$ cat src/rtl/mem_arbiter_rr_if.sv
// Request/response and memory-side bus of the round-robin memory arbiter.
// slave  : the arbiter itself
// master : the requesters plus the memory macro, i.e. everything around the arbiter
interface mem_arbiter_rr_if #(
    parameter int NUM_PORTS = 4,
    parameter int ADDR_W    = 32,
    parameter int DATA_W    = 32
);
    // requester side, port p packed at [p*W +: W]
    logic [NUM_PORTS-1:0]        req_valid;
    logic [NUM_PORTS-1:0]        req_rw;
    logic [NUM_PORTS*ADDR_W-1:0] req_addr;
    logic [NUM_PORTS*DATA_W-1:0] req_wdata;
    logic [NUM_PORTS-1:0]        resp_valid;
    logic [DATA_W-1:0]           resp_data;

    // shared memory port
    logic                        mem_en;
    logic                        mem_we;
    logic [ADDR_W-1:0]           mem_addr;
    logic [DATA_W-1:0]           mem_wdata;
    logic [DATA_W-1:0]           mem_rdata;

    // status
    logic [2:0]                  grant_id;
    logic                        busy;

    modport slave (
        input  req_valid, req_rw, req_addr, req_wdata, mem_rdata,
        output resp_valid, resp_data, mem_en, mem_we, mem_addr, mem_wdata,
        output grant_id, busy
    );

    modport master (
        output req_valid, req_rw, req_addr, req_wdata, mem_rdata,
        input  resp_valid, resp_data, mem_en, mem_we, mem_addr, mem_wdata,
        input  grant_id, busy
    );
endinterface

$ cat src/rtl/mem_arbiter_rr.sv
// N-port round-robin arbiter serialising single-word requests onto one
// fixed-latency memory port. Port 0 is the CPU, ports 1..N-1 are DMAs.
// One transaction at a time: IDLE -> ISSUE -> (WAIT) -> RESP -> IDLE.
// Optional macro ARB_CPU_PRIORITY_EN: port 0 always wins when requesting and
// the remaining ports rotate among themselves; port-0 grants leave the
// round-robin pointer untouched.
module mem_arbiter_rr #(
    parameter int NUM_PORTS = 4,   // 2..8
    parameter int ADDR_W    = 32,
    parameter int DATA_W    = 32,
    parameter int MEM_LAT   = 1    // 1..7
) (
    input  logic          clk,
    input  logic          rst_n,
    mem_arbiter_rr_if.slave bus
);

`ifdef ARB_CPU_PRIORITY_EN
    localparam bit CPU_PRI = 1'b1;
`else
    localparam bit CPU_PRI = 1'b0;
`endif

    typedef enum logic [1:0] {IDLE, ISSUE, WAIT, RESP} state_t;

    state_t               state;
    logic [2:0]           rr_ptr;
    logic [2:0]           lat_cnt;

    logic [NUM_PORTS-1:0] rr_mask;
    logic                 win_found;
    logic [2:0]           win_id;
    logic                 win_rw;
    logic [ADDR_W-1:0]    win_addr;
    logic [DATA_W-1:0]    win_wdata;

    // Winner selection: the requesting port closest after rr_ptr wins.
    // Distance is (j - ptr - 1) mod N, so ptr itself is served last.
    always_comb begin
        int d;
        int best_d;
        rr_mask   = bus.req_valid;
        if (CPU_PRI) rr_mask[0] = 1'b0;
        win_found = 1'b0;
        win_id    = '0;
        win_rw    = 1'b0;
        win_addr  = '0;
        win_wdata = '0;
        best_d    = NUM_PORTS;
        d         = 0;
        for (int j = 0; j < NUM_PORTS; j++) begin
            d = j - int'(rr_ptr) - 1;
            if (d < 0) d = d + NUM_PORTS;
            if (rr_mask[j] && d < best_d) begin
                best_d    = d;
                win_found = 1'b1;
                win_id    = 3'(j);
                win_rw    = bus.req_rw[j];
                win_addr  = bus.req_addr[j*ADDR_W +: ADDR_W];
                win_wdata = bus.req_wdata[j*DATA_W +: DATA_W];
            end
        end
        // CPU override in priority mode
        if (CPU_PRI && bus.req_valid[0]) begin
            win_found = 1'b1;
            win_id    = '0;
            win_rw    = bus.req_rw[0];
            win_addr  = bus.req_addr[0 +: ADDR_W];
            win_wdata = bus.req_wdata[0 +: DATA_W];
        end
    end

    // Transaction FSM; every bus output is a register updated here.
    always_ff @(posedge clk or negedge rst_n) begin
        if (!rst_n) begin
            state          <= IDLE;
            rr_ptr         <= 3'(NUM_PORTS - 1);
            lat_cnt        <= '0;
            bus.resp_valid <= '0;
            bus.resp_data  <= '0;
            bus.mem_en     <= 1'b0;
            bus.mem_we     <= 1'b0;
            bus.mem_addr   <= '0;
            bus.mem_wdata  <= '0;
            bus.grant_id   <= '0;
            bus.busy       <= 1'b0;
        end else begin
            bus.resp_valid <= '0;
            bus.mem_en     <= 1'b0;
            case (state)
                IDLE: begin
                    if (win_found) begin
                        bus.mem_en    <= 1'b1;
                        bus.mem_we    <= win_rw;
                        bus.mem_addr  <= win_addr;
                        bus.mem_wdata <= win_wdata;
                        bus.grant_id  <= win_id;
                        bus.busy      <= 1'b1;
                        state         <= ISSUE;
                    end
                end
                ISSUE: begin
                    // mem_we still holds the latched rw of this transaction
                    if (bus.mem_we) begin
                        bus.resp_valid <= {{(NUM_PORTS-1){1'b0}}, 1'b1} << bus.grant_id;
                        bus.resp_data  <= '0;
                        state          <= RESP;
                    end else begin
                        lat_cnt <= 3'(MEM_LAT);
                        state   <= WAIT;
                    end
                end
                WAIT: begin
                    lat_cnt <= lat_cnt - 3'd1;
                    if (lat_cnt == 3'd1) begin
                        bus.resp_data  <= bus.mem_rdata;
                        bus.resp_valid <= {{(NUM_PORTS-1){1'b0}}, 1'b1} << bus.grant_id;
                        state          <= RESP;
                    end
                end
                RESP: begin
                    if (!(CPU_PRI && bus.grant_id == 3'd0)) rr_ptr <= bus.grant_id;
                    bus.busy <= 1'b0;
                    state    <= IDLE;
                end
                default: state <= IDLE;
            endcase
        end
    end

endmodule

$ cat src/flat_wrapper.sv
// flat-port wrapper written by rule: the top's interface ports become plain ports
module mem_arbiter_rr_flat 
#(
    parameter int NUM_PORTS = 4,          
    parameter int ADDR_W    = 32,
    parameter int DATA_W    = 32,
    parameter int MEM_LAT   = 1           
)
  (clk, rst_n, bus_req_valid, bus_req_rw, bus_req_addr, bus_req_wdata, bus_mem_rdata, bus_resp_valid, bus_resp_data, bus_mem_en, bus_mem_we, bus_mem_addr, bus_mem_wdata, bus_grant_id, bus_busy);
  mem_arbiter_rr_if #(.NUM_PORTS(NUM_PORTS), .ADDR_W(ADDR_W), .DATA_W(DATA_W)) bus_i ();
  input  logic clk;
  input  logic rst_n;
  input wire logic [$bits(bus_i.req_valid)-1:0] bus_req_valid;
  input wire logic [$bits(bus_i.req_rw)-1:0] bus_req_rw;
  input wire logic [$bits(bus_i.req_addr)-1:0] bus_req_addr;
  input wire logic [$bits(bus_i.req_wdata)-1:0] bus_req_wdata;
  input wire logic [$bits(bus_i.mem_rdata)-1:0] bus_mem_rdata;
  output wire logic [$bits(bus_i.resp_valid)-1:0] bus_resp_valid;
  output wire logic [$bits(bus_i.resp_data)-1:0] bus_resp_data;
  output wire logic [$bits(bus_i.mem_en)-1:0] bus_mem_en;
  output wire logic [$bits(bus_i.mem_we)-1:0] bus_mem_we;
  output wire logic [$bits(bus_i.mem_addr)-1:0] bus_mem_addr;
  output wire logic [$bits(bus_i.mem_wdata)-1:0] bus_mem_wdata;
  output wire logic [$bits(bus_i.grant_id)-1:0] bus_grant_id;
  output wire logic [$bits(bus_i.busy)-1:0] bus_busy;
  assign bus_i.req_valid = bus_req_valid;
  assign bus_i.req_rw = bus_req_rw;
  assign bus_i.req_addr = bus_req_addr;
  assign bus_i.req_wdata = bus_req_wdata;
  assign bus_i.mem_rdata = bus_mem_rdata;
  assign bus_resp_valid = bus_i.resp_valid;
  assign bus_resp_data = bus_i.resp_data;
  assign bus_mem_en = bus_i.mem_en;
  assign bus_mem_we = bus_i.mem_we;
  assign bus_mem_addr = bus_i.mem_addr;
  assign bus_mem_wdata = bus_i.mem_wdata;
  assign bus_grant_id = bus_i.grant_id;
  assign bus_busy = bus_i.busy;
  mem_arbiter_rr #(.NUM_PORTS(NUM_PORTS), .ADDR_W(ADDR_W), .DATA_W(DATA_W), .MEM_LAT(MEM_LAT)) u_core (.clk(clk), .rst_n(rst_n), .bus(bus_i));
endmodule
$ cat config.mk
export PLATFORM = sky130hd
export DESIGN_NAME = mem_arbiter_rr_flat
export DESIGN_NICKNAME = d
export VERILOG_FILES = /design/src/rtl/mem_arbiter_rr_if.sv /design/src/rtl/mem_arbiter_rr.sv /design/src/flat_wrapper.sv
export SDC_FILE = /design/constraint.sdc
export NUM_CORES = 1
export LEC_CHECK = 0
export ABC_AREA = 1
export BUFFER_PORTS_ARGS = -buffer_cell sky130_fd_sc_hd__buf_2
export CORE_MARGIN = 1.5
export CORE_UTILIZATION = 24
export DETAILED_ROUTE_END_ITERATION = 10
export MAX_ROUTING_LAYER = met4
export PLACE_DENSITY = 0.44
export RECOVER_POWER = 100
export SYNTH_ARGS = -nofsm -noshare
export SYNTH_HDL_FRONTEND = slang
export SYNTH_SLANG_ARGS = --single-unit
$ cat constraint.sdc
create_clock -name clk -period 15.4 [get_ports clk]
set_input_delay 1.54 -clock clk [delete_from_list [all_inputs] [get_ports clk]]
set_output_delay 1.54 -clock clk [all_outputs]
set_load 0.01 [all_outputs]
---- Word level (Yosys, flattened, before mapping) ----
Cells that the tools add are included.
cells by class
  $add $sub $neg .......................... 13
  magnitude comparators ................... 8
  eq/ne operators ......................... 8
  shift operators ......................... 1
  mux-type cells .......................... 42
  reductions and logical operators ........ 12
operators by type and width
  cell                   count
  $mux 32                17
  $add 32x4->32 const B  4
  $lt 32x1->1 const B    4
  $sub 32x2->32 const B  4
  $lt 32x32->1           3
  $pmux 32 s2            1
  $lt 32x4->1 const B    1
  $mux 1                 13
  $mux 2                 4
  $mux 4                 2
  $pmux 2 s4             1
  $pmux 4 s2             1
  $reduce_and 2->1       4
  $sub 1x3->4 const A    2
  $sub 2x3->4 const A    2
  $ne 2x1->1 const B     3
  $pmux 3 s2             1
  $eq 2x2->1 const B     2
  $logic_and 1x1->1      4
  $reduce_bool 2->1      2
  $shl 1x3->4 const A    1
  $eq 3x1->1 const B     1
  $mux 3                 1
  $reduce_and 3->1       1
  5 further kinds        5
storage, ports and cells
  flip-flop bits (word level) ............. 114
  input port bits ......................... 298
  output and inout bits ................... 106
  word-level logic and storage cells ...... 95

---- Logic depth before layout (Yosys ltp) ----
Gate-level depths: netlist (run 1).
  depth in word-level cells ............... 18
  depth in mapped cells ................... 58
  gate-level depth less buffers ........... 54

---- Least setup slack after synthesis (run 1) ----
OpenSTA, ideal clock, no wires.
  path kind ............................... input port to flip-flop
  from .................................... in bus_req_valid[0]
  to ...................................... reg u_core.bus.grant_id[0]
  library setup time ...................... 117 ps
  arrival ................................. 5952 ps
  required time ........................... 15283 ps
  setup slack ............................. 9331 ps
  stages on the path ...................... 43
  path buffers ............................ 3
  cell sequence ........................... nand2_1 clkinv_1 clkbuf_1 ha_1 nand2_1 inv_1 nand2_1 nand2_1 nand2_1 nand2_1 nand2_1 nand2_1 nand2_1 nand2_1 nand2_1 nand3_1 nor2_2 inv_2 (+7 left out) a211oi_1 nor2_1 a211oi_1 nand2_1 nand2_1 nand3_2 o21ai_0 ha_1 nand2_1 nand2_1 nand2_2 nand2_2 nand2_1 nand2_2 buf_2 buf_4 nand2_1 nand2_1
on the way
  longest elaborated chain between the ends .. 12
  elaborated cells between the ends (all ways) .. 18
  classes of those cells .................. order compare (3); mux (10); reduce/logical (5)
RTL lines
  item                               line                     text
  start, declared                    flat_wrapper.sv:13       input wire logic [$bits(bus_i.req_valid)-1:0] bus_req_valid;
  $logic_and 1x1->1 *                mem_arbiter_rr.sv:54     if (rr_mask[j] && d < best_d) begin
  $mux 32                            mem_arbiter_rr.sv:54
  $lt 32x32->1                       mem_arbiter_rr.sv:54
  $logic_and 1x1->1                  mem_arbiter_rr.sv:54
  $mux 32                            mem_arbiter_rr.sv:54
  $lt 32x32->1                       mem_arbiter_rr.sv:54
  $logic_and 1x1->1                  mem_arbiter_rr.sv:54
  $mux 32                            mem_arbiter_rr.sv:54
  $lt 32x32->1                       mem_arbiter_rr.sv:54
  $logic_and 1x1->1                  mem_arbiter_rr.sv:54
  $mux 1                             mem_arbiter_rr.sv:54
  $reduce_and 2->1 (no source line)  -
  end signal, assigned               mem_arbiter_rr.sv:97     bus.grant_id <= win_id;
  end, declared                      mem_arbiter_rr_if.sv:31  output grant_id, busy
Every way passes the cells marked *; elsewhere a longest branch is shown, timed or not.
A chain may end at the register's enable or synchronous reset.

---- Worst setup path after layout (run 1) ----
  from .................................... reg u_core.rr_ptr[0]
  to ...................................... reg u_core.bus.mem_addr[17]
on the way
  longest elaborated chain between the ends .. 17
  elaborated cells between the ends (all ways) .. 40
  classes of those cells .................. add/sub (12); order compare (8); mux (15); reduce/logical (5)
RTL lines
  item                                                 line                     text
  start, declared                                      mem_arbiter_rr.sv:27     logic [2:0] rr_ptr;
  start signal, assigned                               mem_arbiter_rr.sv:77     rr_ptr <= 3'(NUM_PORTS - 1);
  start signal, assigned                               mem_arbiter_rr.sv:122    if (!(CPU_PRI && bus.grant_id == 3'd0)) rr_ptr <= bus.grant_id;
  $sub 1x3->4                                          mem_arbiter_rr.sv:52     d = j - int'(rr_ptr) - 1;
  $sub 32x2->32                                        mem_arbiter_rr.sv:52
  $add 32x4->32 / $lt 32x1->1 (equally long branches)  mem_arbiter_rr.sv:53     if (d < 0) d = d + NUM_PORTS;
  $mux 32                                              mem_arbiter_rr.sv:53
  $lt 32x4->1                                          mem_arbiter_rr.sv:54
  $logic_and 1x1->1                                    mem_arbiter_rr.sv:54
  $mux 32                                              mem_arbiter_rr.sv:54
  $lt 32x32->1                                         mem_arbiter_rr.sv:54
  $logic_and 1x1->1                                    mem_arbiter_rr.sv:54
  $mux 32                                              mem_arbiter_rr.sv:54
  $lt 32x32->1                                         mem_arbiter_rr.sv:54
  $logic_and 1x1->1                                    mem_arbiter_rr.sv:54
  $mux 32                                              mem_arbiter_rr.sv:54
  $lt 32x32->1                                         mem_arbiter_rr.sv:54
  $logic_and 1x1->1                                    mem_arbiter_rr.sv:54
  $mux 1                                               mem_arbiter_rr.sv:54
  $reduce_and 2->1 (no source line)                    -
  end signal, assigned                                 mem_arbiter_rr.sv:95     bus.mem_addr <= win_addr;
  end, declared                                        mem_arbiter_rr_if.sv:30  output resp_valid, resp_data, mem_en, mem_we, mem_addr, mem_wdata,
Several ways; a longest one is shown, not always the timed one.

==> key figures, run 1 <==
Clocking
  • Post-CTS Setup Repair Bufs: 0
  • Root Driver: clkbuf_16
  • Clock transition at path regs: roughly 0.080 ns
  • CTS sink count: roughly 110
  • CTS tree: yes
  • H-tree depth: 3
  • Cts bufs inserted: 9
  • Worst skew pair latency: between 0.3 and 0.4 ns
  • Longest Clk Path Bufs: 2
  • Hold buffers post-CTS: 0
  • Post-CTS Resized: 0

Layout
  • Commonest non-fill, non-tap cell in the layout: nand2_1
  • Filler Cell Count: between 4000 and 5000
  • Synth-to-Final Area Change: 29.06%
  • Fin util: 31.38%
  • Commonest cells after routing, fill and taps aside: 518 x nand2_1, 296 x buf_2, 110 x nand3_1, 110 x clkbuf_1, 110 x dfrtp_1
  • Nets: about 2100
  • Layout cell share with drive strength beyond 1: 19.13%

Route
  • Final wirelength: about 36 mm
  • Vias: approximately 10000
  • Post-DRT Antenna Nets: 0
  • Vias per cell: 4.542
  • Initial DRC count: approximately 500
  • DRC viols: 0
  • Routed WL per cell: between 15 and 20 um
  • Drt pass-1 iters: 5

Synth
  • Count of different cell masters after synthesis: 38
  • Syn Inst Count: approximately 1300
  • Mapped cell area: 9135 um^2
  • Synth area leaders: dfrtp_1 30%, nand2_1 21%, ha_1 14%
  • Post-synth top area cell: dfrtp_1
  • Main combinational cell family by area after synthesis: simple AND/OR/NAND/NOR gates
  • Compound-Gate Fraction of Synth Area: about 15%
  • Multiplexer area fraction after synthesis: 0%
  • Async SR Flop Fraction: 100.0%
  • Seq/Total Area, Yosys: 30.71%
  • Avg Cell Area, Syn: 6.792 um^2
  • EDFF count, synth: 0
  • Syn. warnings: 0
  • Post-synthesis simple-gate area fraction: 32.52%
  • Top_reg_cell synth: dfrtp_1
  • Yosys reg bits: 112
  • Top-area cell type share of the netlist area: a little under a third
  • Synth Area in Adders: around 15%
  • Post-synthesis xor/xnor area fraction: 0.1918%

Floorplanning
  • Starting Density: approximately 24%
  • Num ports: roughly 400
  • Die area: slightly below 40000 um^2
  • Die W: between 150 and 200 um
  • Row Count: 71
  • Die Y: 198.1 um
  • Core ar.: ~38000 um^2

GRT
  • Initial antenna violation count: 3
  • Global-route wire length before repair: around 55 mm
  • Global route overflow: 0
  • Largest net degree at the start of global routing: a little under 90
  • All-Layer GR Usage: 18.51%
  • Vias in the first global route: around 9800

STA
  • Relative slew margins: -175.6%
  • TNS Setup: 0 ns
  • Period Utilization, post-route: approximately two thirds
  • Unrepaired setup endpoints after global routing: false
  • Max-slew violations: around 220
  • Actual slew at the worst max-slew pin: between 4 and 5 ns
  • Final Hold Fails: 0
  • Final critical-path required period: 10.39 ns
  • Final setup fails: 0
  • Worst Clk Skew: 0.01246 ns
  • Worst hold slack: between 0.4 and 0.5 ns
  • F_max: 0.09626 GHz

Setup path
  • Critical Path Max Stage Delay: about 2.4 ns
  • Setup crit end kind: flip-flop
  • Critical Path RT: roughly 16 ns
  • Slowest cell on the critical path: clkbuf_1
  • Worst reg2reg path depth: 42
  • Most used cell, CP: nand2_1
  • Critical-path maximum fanout: 73
  • Setup crit start kind: flip-flop
  • CP Class: reg2reg
  • CP arrival: approximately 11 ns

Placement
  • Number of port buffers: about 400
  • DPL Wire Length: 27.48 mm
  • GP Congestion: between 0.8 and 0.9

Hold path
  • Hold depth: 2
  • Worst hold path class: reg2reg

Outcome
  • Failing checks: capacitance limit, slew limit
  • Status: complete, but fails checks

Power
  • Peak supply drop: about 0.00013 V
  • Leak: 6.403 nW
  • Pwr per Cell Area: around 230 nW/um^2
  • Total power: 2.658 mW

Job
  • Max cap viols: 4
[sequential cells by signal, indices dropped and copies added (netlist names)]
| register | cells |
|---|---|
| u_core.bus.busy | 1 |
| u_core.bus.grant_id | 2 |
| u_core.bus.mem_addr | 32 |
| u_core.bus.mem_en | 1 |
| u_core.bus.mem_wdata | 32 |
| u_core.bus.mem_we | 1 |
| u_core.bus.resp_data | 32 |
| u_core.bus.resp_valid | 4 |
| u_core.lat_cnt | 3 |
| u_core.rr_ptr | 2 |
| u_core.state | 2 |
[final cells by class]
class                           instances  area, um^2  share of cell area [%]
Multi-Input combinational cell       1114        5819                   49.36
Clock inverter                          7       75.07                  0.6367
Timing Repair Buffer                  414        1954                   16.58
Inverter                               69       261.5                   2.218
Sequential cell                       112        2805                   23.79
Antenna cell                            4       10.01                 0.08490
Clock buffer                            9       225.2                   1.910
Tap cell                              511       639.4                   5.423
[Yosys cell counts (2+ instances only)]
library cell / instances
o31ai_1: 65
nor3_1: 5
o21ai_1: 2
dfstp_2: 2
nand2_2: 3
a31oi_1: 3
buf_1: 4
inv_2: 5
ha_1: 103
buf_2: 25
dfrtp_1: 110
nor4_1: 4
conb_1: 2
inv_1: 63
nand4_1: 8
nand3_1: 109
nand2_1: 516
clkbuf_1: 51
a21oi_1: 95
fa_1: 2
buf_4: 2
a211oi_1: 6
nor2_1: 88
buf_6: 4
o21ai_0: 55
[final timing paths]
check / start / to / slack (ns)
setup / recovery: u_core.rr_ptr[0] / u_core.bus.mem_addr[17] / 5.01
hold / removal: u_core.bus.mem_wdata[15] / u_core.bus.mem_wdata[15] / 0.48
setup reg to reg: u_core.rr_ptr[0] / u_core.bus.mem_addr[17] / 5.01
hold reg to reg: u_core.bus.mem_wdata[15] / u_core.bus.mem_wdata[15] / 0.48
max in group asynchronous: rst_n / u_core.bus.mem_addr[16] / 8.74
min in group asynchronous: rst_n / u_core.bus.resp_data[17] / 1.80
[cell families after synthesis]
family | after synthesis
AOI/OAI and AO/OA | 231
other | 2
xor gates and xnor gates | 2
buffers and inverters | 155
DFF | 112
and+or+nand+nor | 738
adders and majority gates | 105
[critical path: cells and delay by family (launching register included)]
family | cells | cell delay (ns)
buffers and inverters | 8 | 4.33
AND/OR/NAND/NOR | 21 | 2.76
AO/OA/AOI/OAI | 10 | 1.53
adder cells (fa/ha/maj) | 3 | 0.86
flip-flops | 1 | 0.66
[metrics by stage]
| step | setup slack, ns | cell area (um^2) | std cells |
|---|---|---|---|
| 2_1_floorplan | 9.331 | 9270 | 1381 |
| 3_3_place_gp | 7.425 | 11650 | 2220 |
| 3_5_place_dp | 7.237 | 11650 | 2220 |
| 4_1_cts | 7.342 | 11950 | 2236 |
| 5_1_grt | 3.535 | 11790 | 2239 |
| 6_report | 5.012 | 11790 | 2240 |
[metal layers]
layer  up-vias  GRT usage, %  share of wire [%]
met5         -             -                  0
met4         0         4.750                1.9
met3        31         3.798                5.7
met2       312         30.67                 49
met1      4693         22.90                 44
li1       5139             -                  -
[where the power goes]
| part | switching, mW | internal (mW) |
|---|---|---|
| Combinational | 1.33 | 0.597 |
| Clock | 0.125 | 0.115 |
| Sequential | 0.0734 | 0.413 |
No activity file was read; power rests on OpenSTA's default activity.
==> inputs of run 2 (changes only) <==
PLACE_DENSITY = 0.46   (was 0.44)
clock period = 8.42 ns   (was 15.4 ns; I/O delays follow)
==> run 2 against run 1 <==
  * Routed wire length increased by 0.79%
  * Hold slack got worse by 0.0044 ns
  * Die area unchanged
  * The run still ends with capacitance limit, slew limit left
  * Clock power increased by 86%
  * Utilization about the same
  * Non-clock buffer count increased by 2
  * Critical path type unchanged
  * Critical endpoint is now u_core.bus.mem_addr[1]
  * Worst setup slack got worse by 3.8 ns
==> key figures, run 2 (synthesis results as in run 1) <==
Outcome
  • Status: complete, but fails checks
  • Failing checks: capacitance limit, slew limit

Layout
  • Non-Filler Instances: 2240 (unchanged)
  • Filler Cell Count: 4270 (-0.12%)
  • Layout cell share with drive strength beyond 1: 19.40% (+0.27 points)
  • Nets: 2125 (+0.094%)
  • Commonest non-fill, non-tap cell in the layout: nand2_1
  • Synth-to-Final Area Change: 29.23%
  • Fin util: 31.42% (+0.040 points)
  • Biggest regs: u_core.bus.mem_addr (32), u_core.bus.mem_wdata (32), u_core.bus.resp_data (32)
  • Commonest cells after routing, fill and taps aside: 518 x nand2_1, 296 x buf_2, 110 x clkbuf_1, 110 x dfrtp_1, 108 x nand3_1

Floorplanning
  • Row Count: 71 (unchanged)
  • Die area: 39240 um^2 (unchanged)
  • Die Y: 198.1 um (unchanged)
  • Starting Density: 24.31% (unchanged)
  • Num ports: 404 (unchanged)
  • Core ar.: 37580 um^2 (unchanged)
  • Die W: 198.1 um (unchanged)

GRT
  • Initial antenna violation count: 0 (-3)
  • Largest net degree at the start of global routing: 94 (+8.0%)
  • All-Layer GR Usage: 18.72% (+0.21 points)
  • Vias in the first global route: 9849 (+0.48%)
  • Global-route wire length before repair: 55.31 mm (+1.1%)
  • Global route overflow: 0 (unchanged)

STA
  • Worst Clk Skew: 0.007647 ns (-0.004810 ns)
  • Final Hold Fails: 0 (unchanged)
  • Actual slew at the worst max-slew pin: 3.807 ns (-0.3268 ns)
  • Max-slew violations: 150 (-33%)
  • Final critical-path required period: 7.230 ns (-3.158 ns)
  • F_max: 0.1383 GHz (+44%)
  • Relative slew margins: -153.8% (+22 points)
  • Unrepaired setup endpoints after global routing: false
  • Period Utilization, post-route: 85.87% (+18 points)
  • TNS Setup: 0 ns (unchanged)
  • Final setup fails: 0 (unchanged)

Setup path
  • Setup crit start kind: flip-flop
  • Critical-path maximum fanout: 93 (+27%)
  • CP Class: reg2reg
  • CP arrival: 7.54 ns (-3.14 ns)
  • Most used cell, CP: nand2_1
  • Critical Path RT: 8.73 ns (-6.96 ns)
  • Setup crit end kind: flip-flop
  • Critical Path Max Stage Delay: 0.86 ns (-1.49 ns)
  • Slowest cell on the critical path: clkbuf_4

Clocking
  • Cts bufs inserted: 9 (unchanged)
  • CTS tree: yes
  • Longest Clk Path Bufs: 2 (unchanged)
  • Clock transition at path regs: 0.08 ns (about the same)
  • CTS sink count: 112 (unchanged)
  • Root Driver: clkbuf_16
  • Worst skew pair latency: 0.37 ns (about the same)
  • Post-CTS Resized: 0 (unchanged)
  • Post-CTS Setup Repair Bufs: 0 (unchanged)
  • H-tree depth: 3 (unchanged)
  • Hold buffers post-CTS: 0 (unchanged)

Placement
  • Inst Count DP: 2222 (+0.090%)
  • DPL Wire Length: 27.67 mm (+0.70%)
  • GP Congestion: 0.9331 (+4.0%)
  • Number of port buffers: 402 (unchanged)

Route
  • Vias per cell: 4.563 (+0.45%)
  • Vias: 10220 (+0.45%)
  • Final wirelength: 36.29 mm (+0.79%)
  • Drt pass-1 iters: 5 (unchanged)
  • Post-DRT Antenna Nets: 0 (unchanged)
  • Routed WL per cell: 16.20 um (+0.79%)
  • DRC viols: 0 (unchanged)
  • Initial DRC count: 482 (-3.4%)

Job
  • Max cap viols: 3 (-1)

Hold path
  • Worst hold path class: reg2reg

Power
  • Peak supply drop: 0.0003798 V (+190%)
  • Pwr per Cell Area: 408.6 nW/um^2 (+81%)
  • Leak: 6.417 nW (+0.22%)
run 2: cell types whose count changed in the layout (fill, tap and decap cells not counted), moves of 2 or more:
| cell | previous run | this run |
|---|---|---|
| clkinv_4 | 1 | 3 |
| clkbuf_4 | 0 | 3 |
| diode_2 | 4 | 2 |
| clkinv_1 | 2 | 0 |
| nand3_1 | 110 | 108 |
| inv_2 | 2 | 4 |
run 2: per-stage QoR:
stage | hold slack [ns] | cell area, um^2 | setup WS, ns | power (mW)
3_5_place_dp | 0.4596 | 11660 | 1.321 | 4.499
4_1_cts | 0.4818 | 11950 | 1.282 | 4.976
6_report | 0.4799 | 11810 | 1.190 | 4.823
5_1_grt | 0.5054 | 11800 | 0.1932 | 5.435
3_3_place_gp | 0.4594 | 11660 | 1.431 | 4.498
2_1_floorplan | 0.4671 | 9270 | 2.976 | 3.413
run 2: final timing paths:
path | cells after the start | start | slack [ns] | end
max | 37 | u_core.rr_ptr[0] | 1.19 | u_core.bus.mem_addr[1]
min | 2 | u_core.bus.mem_addr[17] | 0.48 | u_core.bus.mem_addr[17]
max reg2reg | 37 | u_core.rr_ptr[0] | 1.19 | u_core.bus.mem_addr[1]
min reg2reg | 2 | u_core.bus.mem_addr[17] | 0.48 | u_core.bus.mem_addr[17]
max in group asynchronous | 2 | rst_n | 2.32 | u_core.bus.mem_addr[8]
min in group asynchronous | 1 | rst_n | 1.39 | u_core.bus.mem_wdata[18]
run 2: critical path, delay by kind of cell, from the launching register on:
family / cells / cell delay (ns)
simple gates: 18 / 1.97
buf+inv: 5 / 1.97
compound gates: 11 / 1.58
fa+ha+maj: 3 / 0.89
flops: 1 / 0.65
run 2: layer usage:
metal  vias to the layer above  track usage [%]  wire, um
met3                        33            3.407      2131
met5                         -                -         0
met4                         0            4.806       731
li1                       5157                -         -
met1                      4697            24.05     16170
met2                       334            30.24     17260
run 2: area by class of cell:
type	instances	area (um^2)	area share, %
tap	511	639.4	5.416
clock inverter	6	62.56	0.5299
sequential	112	2805	23.76
multi-input combinational	1114	5829	49.38
inverter	69	261.5	2.215
antenna	2	5.005	0.04240
clock buffer	10	229.0	1.940
timing repair buffer	416	1973	16.71
run 2: where the power goes:
part	total [mW]	internal [mW]	leakage (nW)	switching (mW)
clock	0.448	0.210	0.142	0.238
sequential	0.883	0.756	1.44	0.127
combinational	3.49	1.07	4.83	2.42
